==> config.mk <==
export PLATFORM = sky130hd
export DESIGN_NAME = peripheral_putresult
export DESIGN_NICKNAME = d
export VERILOG_FILES = /design/src/rtl/peripheral_pkg.sv /design/src/rtl/peripheral_edgedetect.sv /design/src/rtl/peripheral_putresult.sv
export SDC_FILE = /design/constraint.sdc
export NUM_CORES = 1
export LEC_CHECK = 0
export CORE_UTILIZATION = 40
export CTS_CLUSTER_DIAMETER = 150
export CTS_CLUSTER_SIZE = 12
export DETAILED_ROUTE_END_ITERATION = 12
export HOLD_SLACK_MARGIN = 0.02
export PLACE_DENSITY_LB_ADDON = 0.05
export SYNTH_ARGS = -nofsm -noshare
export SYNTH_HDL_FRONTEND = slang
export SYNTH_SLANG_ARGS = --single-unit
==> constraint.sdc <==
create_clock -name clk -period 6.33 [get_ports clk]
set_clock_uncertainty 0.1 [all_clocks]
set_input_delay 0.9495 -clock clk [delete_from_list [all_inputs] [get_ports clk]]
set_output_delay 0.9495 -clock clk [all_outputs]
set_load 0.05 [all_outputs]
==> src/rtl/peripheral_pkg.sv <==
// Shared definitions for the board peripherals.
//   putresult_state_t : readout FSM states (IDLE, SHOW, DONE)
//   PERIPH_BYTE_W     : width of one displayed byte
//   PERIPH_POS_W      : width of the displayed-byte index
package peripheral_pkg;

    typedef enum logic [1:0] {
        IDLE = 2'd0,
        SHOW = 2'd1,
        DONE = 2'd2
    } putresult_state_t;

    localparam int unsigned PERIPH_BYTE_W = 8;
    localparam int unsigned PERIPH_POS_W  = 4;

endpackage

==> src/rtl/peripheral_edgedetect.sv <==
// Push-button rising-edge detector.
// A 2-flop synchronizer brings the raw button level into the clk domain; a
// registered edge detector then emits a single-cycle pulse per rising edge.
// A rise first sampled at edge N gives rise=1 for the cycle after edge N+2.
// Ports:
//   clk   : system clock
//   reset : asynchronous active-low reset; all flops clear to 0
//   din   : raw (debounced upstream) button level, asynchronous to clk
//   rise  : one-cycle pulse per rising edge of din
module peripheral_edgedetect (
    input  logic clk,
    input  logic reset,
    input  logic din,
    output logic rise
);

    logic sync1_q, sync2_q, prev_q, rise_q;
    logic rise_d;

    assign rise_d = sync2_q & ~prev_q;

    always_ff @(posedge clk or negedge reset) begin
        if (!reset) begin
            sync1_q <= 1'b0;
            sync2_q <= 1'b0;
            prev_q  <= 1'b0;
            rise_q  <= 1'b0;
        end else begin
            sync1_q <= din;
            sync2_q <= sync1_q;
            prev_q  <= sync2_q;
            rise_q  <= rise_d;
        end
    end

    assign rise = rise_q;

endmodule

==> src/rtl/peripheral_putresult.sv <==
// Result readout peripheral.
// Captures an ALU result on a one-cycle valid strobe and presents it one byte
// at a time; each button press advances to the next byte. After the last
// byte a further press enters DONE, and one more press returns to IDLE.
// Build option: define PUTRESULT_MSB_FIRST_EN to show the most significant
// byte first (pos=k displays byte NBYTES-1-k).
// Ports:
//   clk          : system clock
//   reset        : asynchronous active-low reset
//   result_valid : one-cycle strobe, dataR valid in the same cycle
//   dataR        : result word, 8*NBYTES bits
//   nextpulse    : raw button level, asynchronous to clk
//   result_ready : high in IDLE
//   dataoutput   : byte currently displayed
//   pos          : index of displayed byte, 0..NBYTES-1
//   busy         : high in SHOW
//   done         : high in DONE
module peripheral_putresult
    import peripheral_pkg::*;
#(
    parameter int unsigned NBYTES = 4
) (
    input  logic                              clk,
    input  logic                              reset,
    input  logic                              result_valid,
    input  logic [PERIPH_BYTE_W*NBYTES-1:0]   dataR,
    input  logic                              nextpulse,
    output logic                              result_ready,
    output logic [PERIPH_BYTE_W-1:0]          dataoutput,
    output logic [PERIPH_POS_W-1:0]           pos,
    output logic                              busy,
    output logic                              done
);

    localparam int unsigned RES_W = PERIPH_BYTE_W * NBYTES;
    localparam logic [PERIPH_POS_W-1:0] LAST_POS = PERIPH_POS_W'(NBYTES - 1);

    putresult_state_t              state_q, state_d;
    logic [RES_W-1:0]              result_q, result_d;
    logic [PERIPH_POS_W-1:0]       pos_q, pos_d;
    logic [PERIPH_BYTE_W-1:0]      dout_q, dout_d;
    logic                          step;
    logic                          capture;

    // Byte shown at display position p, honouring the readout order.
    function automatic logic [PERIPH_BYTE_W-1:0] byte_at(
        input logic [RES_W-1:0]        word,
        input logic [PERIPH_POS_W-1:0] p
    );
        logic [PERIPH_BYTE_W-1:0] b;
        b = '0;
        for (int k = 0; k < int'(NBYTES); k++) begin
`ifdef PUTRESULT_MSB_FIRST_EN
            if (int'(p) == int'(NBYTES) - 1 - k) b = word[k*PERIPH_BYTE_W +: PERIPH_BYTE_W];
`else
            if (int'(p) == k) b = word[k*PERIPH_BYTE_W +: PERIPH_BYTE_W];
`endif
        end
        return b;
    endfunction

    peripheral_edgedetect u_edgedetect (
        .clk   (clk),
        .reset (reset),
        .din   (nextpulse),
        .rise  (step)
    );

    // A new result is accepted in IDLE and DONE; in DONE it takes priority over step.
    assign capture = result_valid && (state_q == IDLE || state_q == DONE);

    always_comb begin
        state_d  = state_q;
        result_d = result_q;
        pos_d    = pos_q;
        dout_d   = dout_q;
        if (capture) begin
            state_d  = SHOW;
            result_d = dataR;
            pos_d    = '0;
            dout_d   = byte_at(dataR, '0);
        end else begin
            unique case (state_q)
                IDLE: ;
                SHOW: begin
                    if (step) begin
                        if (pos_q < LAST_POS) begin
                            pos_d  = pos_q + 1'b1;
                            dout_d = byte_at(result_q, pos_q + 1'b1);
                        end else begin
                            state_d = DONE;
                        end
                    end
                end
                DONE: begin
                    if (step) begin
                        state_d = IDLE;
                        pos_d   = '0;
                        dout_d  = '0;
                    end
                end
                default: begin
                    state_d = IDLE;
                    pos_d   = '0;
                    dout_d  = '0;
                end
            endcase
        end
    end

    always_ff @(posedge clk or negedge reset) begin
        if (!reset) begin
            state_q  <= IDLE;
            result_q <= '0;
            pos_q    <= '0;
            dout_q   <= '0;
        end else begin
            state_q  <= state_d;
            result_q <= result_d;
            pos_q    <= pos_d;
            dout_q   <= dout_d;
        end
    end

    assign result_ready = (state_q == IDLE);
    assign busy         = (state_q == SHOW);
    assign done         = (state_q == DONE);
    assign dataoutput   = dout_q;
    assign pos          = pos_q;

endmodule

==> results of run 1 <==
==> power groups by stage <==
| stage | Combinational, mW | Sequential (mW) | Clock, mW |
|---|---|---|---|
| after floorplan | 0.340 | 0.618 | 0 |
| after detailed placement | 0.660 | 0.561 | 0 |
| final | 0.654 | 0.553 | 0.237 |
| after global placement | 0.650 | 0.558 | 0 |
| after global routing | 0.724 | 0.572 | 0.256 |
| after CTS | 0.661 | 0.554 | 0.243 |
==> stage by stage <==
stage                     util (%)  hold slack (ps)  area (µm²)  worst slack (ps)  power [mW]
after floorplan                  -              231        2400              3970       0.959
after global placement        52.2              236        2940              2890        1.21
after detailed placement      52.2              239        2940              2830        1.22
after CTS                     54.2              262        3060              3160        1.46
after global routing          54.2              276        3060              2990        1.55
final                         54.2              259        3060              3210        1.44
==> state kept, by name, summed over array words and instances (netlist names) <==
signal                flops
pos                       4
u_edgedetect.sync1_q      1
state_q                   2
result_q                 32
u_edgedetect.sync2_q      1
u_edgedetect.prev_q       1
dataoutput                8
u_edgedetect.rise         1
==> routing by layer <==
layer	GRT usage (%)	vias to the layer above	wire, µm
li1	-	911	-
met1	26.2	867	2560
met2	28.2	42	2310
met3	4.11	6	233
met4	4.91	0	63
met5	0	-	0
==> cells by family (layout without fill, tap and decap cells) <==
family,count (synthesis),count (layout)
AOI/OAI and AO/OA,51,51
adders and majority gates,4,4
buffers and inverters,23,69
DFF,50,50
muxes,25,25
and+or+nand+nor,76,76
==> worst max-delay path, delay by kind of cell <==
kind / cells / cell delay [ps]
compound gates: 2 / 290
buf+inv: 1 / 480
simple gates: 3 / 1470
==> path summary, 6_finish.rpt <==
| check | from | end | slack [ps] | cells after the start |
|---|---|---|---|---|
| worst max-delay path | result_valid | dataoutput[4] | 3210 | 6 |
| worst min-delay path | u_edgedetect.sync1_q | u_edgedetect.sync2_q | 260 | 0 |
| worst max register to register | pos[0] | dataoutput[3] | 3520 | 6 |
| worst min register to register | u_edgedetect.sync1_q | u_edgedetect.sync2_q | 260 | 0 |
| max in group asynchronous | reset | result_q[20] | 5070 | 2 |
| min in group asynchronous | reset | pos[3] | 630 | 2 |
==> layout by cell type (no fill, tap or decap), drive strengths merged, types with 9 or more instances in the layout <==
cell type and count:
a22oi 9, clkdlybuf4s50 49, dfrtp 50, inv 12, mux2 25, nand2 18, nand3 10, nor2 13
nor3 9, o21ai 25
==> area by class of cell <==
class | count | area (µm²) | area share, %
Clock buffer | 5 | 68.8 | 2.25
Multi-Input combinational cell | 156 | 1060 | 34.7
Clock inverter | 3 | 47.5 | 1.55
Sequential cell | 50 | 1250 | 40.9
Timing Repair Buffer | 51 | 503 | 16.4
Tap cell | 72 | 90.1 | 2.94
Inverter | 10 | 37.5 | 1.23
==> results by group, run 1 <==
Logic synthesis
  • Xor-xnor portion of the synthesized cell area: 0%
  • Syn_nets: ~270
  • Register area share after synthesis: 52.1%
  • Synth area leader: dfrtp_1
  • Post-synth EDFFs: 0
  • Commonest cells in the netlist: dfrtp_1, mux2_2, o21ai_0
  • Async SR Flop Fraction: between 90% and 100%
  • Top post-synthesis cells by area: dfrtp_1, mux2_2, o21ai_0
  • Mapped Area: 2400 µm²
  • Post-synthesis cell type count: 34
  • Flops & latches, synth: 50
  • Mux contribution to synthesized area: 11.7%
  • Synth Area in Compound Gates: around an eighth
  • Adder-Cell Fraction of Synth Area: 2.08%
  • Most numerous cell in the Yosys netlist: dfrtp_1
  • Simple-Gate Fraction of Synth Area: 16.9%
  • Synth top area share: 52.1%
  • Syn_area_per_cell: 10.5 µm²
  • Syn Inst Count: 229
  • Ys Warns: 0
  • Dominant combinational cell family by area after synthesis: simple AND/OR/NAND/NOR gates
  • Primary FF master, synth: dfrtp_1

STA
  • Min cycle time layout: 3120 ps
  • Final TNS setup: 0 ps
  • RSZ-0062 raised after global routing: no
  • Final Cycle Share: slightly below 50%
  • Final setup violation count: 0
  • Final Max Slew Viols: 0
  • Final hold vios: 0
  • Max_slew headroom: 21.9%
  • FMAX: 320 MHz
  • Slew @ Worst Pin: 1170 ps

Power and ir drop
  • Peak VDD IR: 0.213 mV
  • Clock power share: 16.4%
  • P_sw: around 0.60 mW
  • Internal power: 0.848 mW
  • Net Sw Frac: between 40% and 50%
  • PwrDens: about 470 nW/µm²
  • Flop pwr share: 38.3%
  • Comb pwr share: 45.3%
  • Leakage: between 1 and 1.5 nW

Cells and area
  • # fillers: 538
  • Finished Layout Cells: 347
  • Share of layout cells above drive strength 1: 16.7%
  • Ant diodes: 0
  • Area growth syn-to-layout: 27.3%
  • Nets: 314

Floorplan
  • Core Region: 5640 µm²
  • Initial Utilization: 42.6%
  • FP Rows: 27
  • Io pins: 51
  • Die height: 79.5 µm
  • Die width: between 70 and 80 µm
  • Die area: 6320 µm²

Worst setup path
  • Max stage delay on crit path: 930 ps
  • CP max-delay cell: nor2b_4
  • Critical path endpoint category: flip-flop
  • Crit path cell chain: clkdlybuf4s50_1 > nor2b_4 > nor2_1 > and2_1 > a22oi_1 > o31ai_1
  • Crit path max fanout: 50
  • Crit path DAT: 3210 ps
  • CP startpoint kind: input pin
  • Crit path kind: in2reg
  • Critical Path RT: 6420 ps

Clock tree
  • Sink Count: 50
  • Post CTS Setup Buffer Count: 0
  • Clk buf depth: 2
  • Skew-Pair Late Insertion Delay: between 300 and 400 ps
  • H-tree levels: 2
  • Cts hold-fix bufs: 0
  • Post-CTS sizing: 0
  • Num CTS Buffers: 5
  • CTS root buf: clkbuf_8
  • CTS tree: yes
  • CTS clk-pin slew, worst paths: 100 ps

Global route
  • Largest net degree at the start of global routing: 51
  • Overflow left after global routing: 0
  • GRT Util Overall: 18.4%
  • Number of global-route vias before repair: 1814
  • First-pass GRT wire length: 8.92 mm
  • Initial antenna violation count: 0

Placement
  • Count of input and output buffers: 50
  • Post-DP HPWL: 3.72 mm
  • Placed Cells: between 300 and 400
  • GP Congestion: 0.827

Routing
  • Total number of vias: about 1800
  • Routed len/inst: 14.9 µm
  • Drt drc: 0
  • WL final: 5.17 mm
  • Drt first pass iters: 4
  • Vias per inst: 5.26
  • Drt initial violations: 65
  • Final ANT Viol Nets: 0

Status
  • Status: finished clean

Job
  • Max_cap viols: 0

Min path
  • HP Class: reg2reg
(Power assumes the default switching activity.)
==> run 2, diff against run 1 <==
==> constraint.sdc (replaced) <==
create_clock -name clk -period 2.6 [get_ports clk]
set_clock_uncertainty 0.1 [all_clocks]
set_input_delay 0.39 -clock clk [delete_from_list [all_inputs] [get_ports clk]]
set_output_delay 0.39 -clock clk [all_outputs]
set_load 0.05 [all_outputs]
==> run 2 against run 1 <==
Final area rose by 1.1%. Total power up 150%. Via count up 1.8%. Non-clock buffer count up 5. Wire length grew 7.1%. Combinational power rose to 2.5 times the previous value. Hold slack lost 190 ps.
==> results by group, run 2 (same netlist as run 1, synthesis figures left out) <==
Cells and area
  • Multi-input combinational cell area: 1060 µm² (unchanged)
  • Most flops, register: result_q
  • Commonest non-fill, non-tap cell in the layout: dfrtp_1
  • Share of layout cells above drive strength 1: 18.2% (+1.5 points)
  • Area growth syn-to-layout: 28.8%
  • Nets: 319 (+1.6%)
  • Max reg flops: 32 (unchanged)
  • Ant diodes: 0 (unchanged)
  • Most frequent cells in the layout: dfrtp_1, clkdlybuf4s50_1, mux2_2, o21ai_0, nand2_1
  • Register area: 1250 µm² (unchanged)
  • # fillers: 526 (-2.2%)

Routing
  • Final ANT Viol Nets: 0 (unchanged)
  • Vias per inst: 5.28 (+0.31%)
  • WL final: 5.54 mm (+7.1%)
  • Drt first pass iters: 4 (unchanged)
  • Total number of vias: 1858 (+1.8%)
  • Drt drc: 0 (unchanged)
  • Routed len/inst: 15.7 µm (+5.6%)
  • Drt initial violations: 119 (+83%)

Job
  • Max_cap viols: 0 (unchanged)

Placement
  • GP Congestion: 0.763 (-7.8%)
  • Worst slack at placement: 219 ps (-2610 ps)
  • Count of input and output buffers: 50 (unchanged)
  • Post-DP HPWL: 3.98 mm (+6.8%)

Clock tree
  • Sink Count: 50 (unchanged)
  • Clk buf depth: 2 (unchanged)
  • Post CTS Setup Buffer Count: 0 (unchanged)
  • H-tree levels: 2 (unchanged)
  • CTS clk-pin slew, worst paths: 100 ps (about the same)
  • Skew-Pair Late Insertion Delay: 300 ps (about the same)
  • CTS root buf: clkbuf_8
  • Post-CTS sizing: 0 (unchanged)
  • CTS tree: yes
  • Cts hold-fix bufs: 0 (unchanged)
  • Num CTS Buffers: 5 (unchanged)

STA
  • PnR worst setup slack: 139 ps (-3070 ps)
  • Final TNS setup: 0 ps (unchanged)
  • Min cycle time layout: approximately 2500 ps
  • Final hold vios: 0 (unchanged)
  • Final Max Slew Viols: 0 (unchanged)
  • Final setup violation count: 0 (unchanged)
  • Final Cycle Share: 94.6%
  • FMAX: between 400 and 500 MHz
  • RSZ-0062 raised after global routing: no
  • Slew @ Worst Pin: 636 ps (-534 ps)
  • Max_slew headroom: 57.6% (+36 points)

Worst setup path
  • Critical path endpoint category: output port
  • Critical Path RT: 2110 ps (-4310 ps)
  • Crit path DAT: 1970 ps (-1240 ps)
  • CP startpoint kind: flip-flop
  • Crit path max fanout: 7 (-86%)
  • Crit path kind: reg2out

Global route
  • First-pass GRT wire length: 9.20 mm (+3.2%)
  • Number of global-route vias before repair: 1845 (+1.7%)
  • Initial antenna violation count: 0 (unchanged)
  • GRT Util Overall: 19.2% (+0.72 points)
  • Largest net degree at the start of global routing: 51 (unchanged)
  • Overflow left after global routing: 0 (unchanged)

Floorplan
  • Die area: 6320 µm² (unchanged)
  • FP Rows: 27 (unchanged)
  • Die width: 79.5 µm (unchanged)
  • Core Region: 5640 µm² (unchanged)
  • Die height: 79.5 µm (unchanged)
  • Initial Utilization: 42.6% (unchanged)
  • Io pins: 51 (unchanged)

Status
  • Status: finished clean

Min path
  • HP Class: in2async

Power and ir drop
  • PwrDens: 1150 nW/µm² (+140%)
  • Leakage: 1.27 nW (+2.0%)
  • Peak VDD IR: 0.459 mV (+120%)
[run 2: layer usage]
metal	up-vias	wire length, µm	GRT usage, %
li1	919	-	-
met1	893	2780	27.6
met2	44	2490	29.1
met3	2	231	3.77
met4	0	31	5.27
met5	-	0	0
[run 2: final timing paths]
kind / start / end / slack [ps] / depth (start not counted)
setup / recovery: state_q[0] / busy / 140 / 2
hold / removal: reset / pos[3] / 70 / 2
setup reg to reg: pos[0] / dataoutput[6] / 190 / 7
hold reg to reg: u_edgedetect.sync1_q / u_edgedetect.sync2_q / 260 / 0
max in group asynchronous: reset / result_q[2] / 1890 / 2
min in group clk: u_edgedetect.sync1_q / u_edgedetect.sync2_q / 260 / 0
[run 2: critical path: stages, from the launching register on]
cell and delay (ps):
dfrtp_1 490, nor2b_1 310, clkdlybuf4s50_1 870
[run 2: through the flow]
step	instances	util [%]	hold WS [ps]	cell area, µm²	power [mW]
2_1_floorplan	229	-	-5.59	2400	2.33
3_3_place_gp	344	52.8	235	2980	2.99
3_5_place_dp	344	52.8	243	2980	3.02
4_1_cts	352	54.8	101	3090	3.59
5_1_grt	352	54.8	121	3090	3.82
6_report	352	54.8	72.7	3090	3.56
[run 2: final cells by class]
type / count / area share, %
Clock buffer: 5 / 2.22
Multi-Input combinational cell: 156 / 34.3
Tap cell: 72 / 2.91
Sequential cell: 50 / 40.5
Timing Repair Buffer: 56 / 17.5
Clock inverter: 3 / 1.42
Inverter: 10 / 1.21
[run 2: power breakdown]
group / switching, mW / leakage (nW) / internal (mW)
logic: 0.954 / 0.599 / 0.688
registers: 0.247 / 0.608 / 1.11
clock network: 0.270 / 0.0585 / 0.289
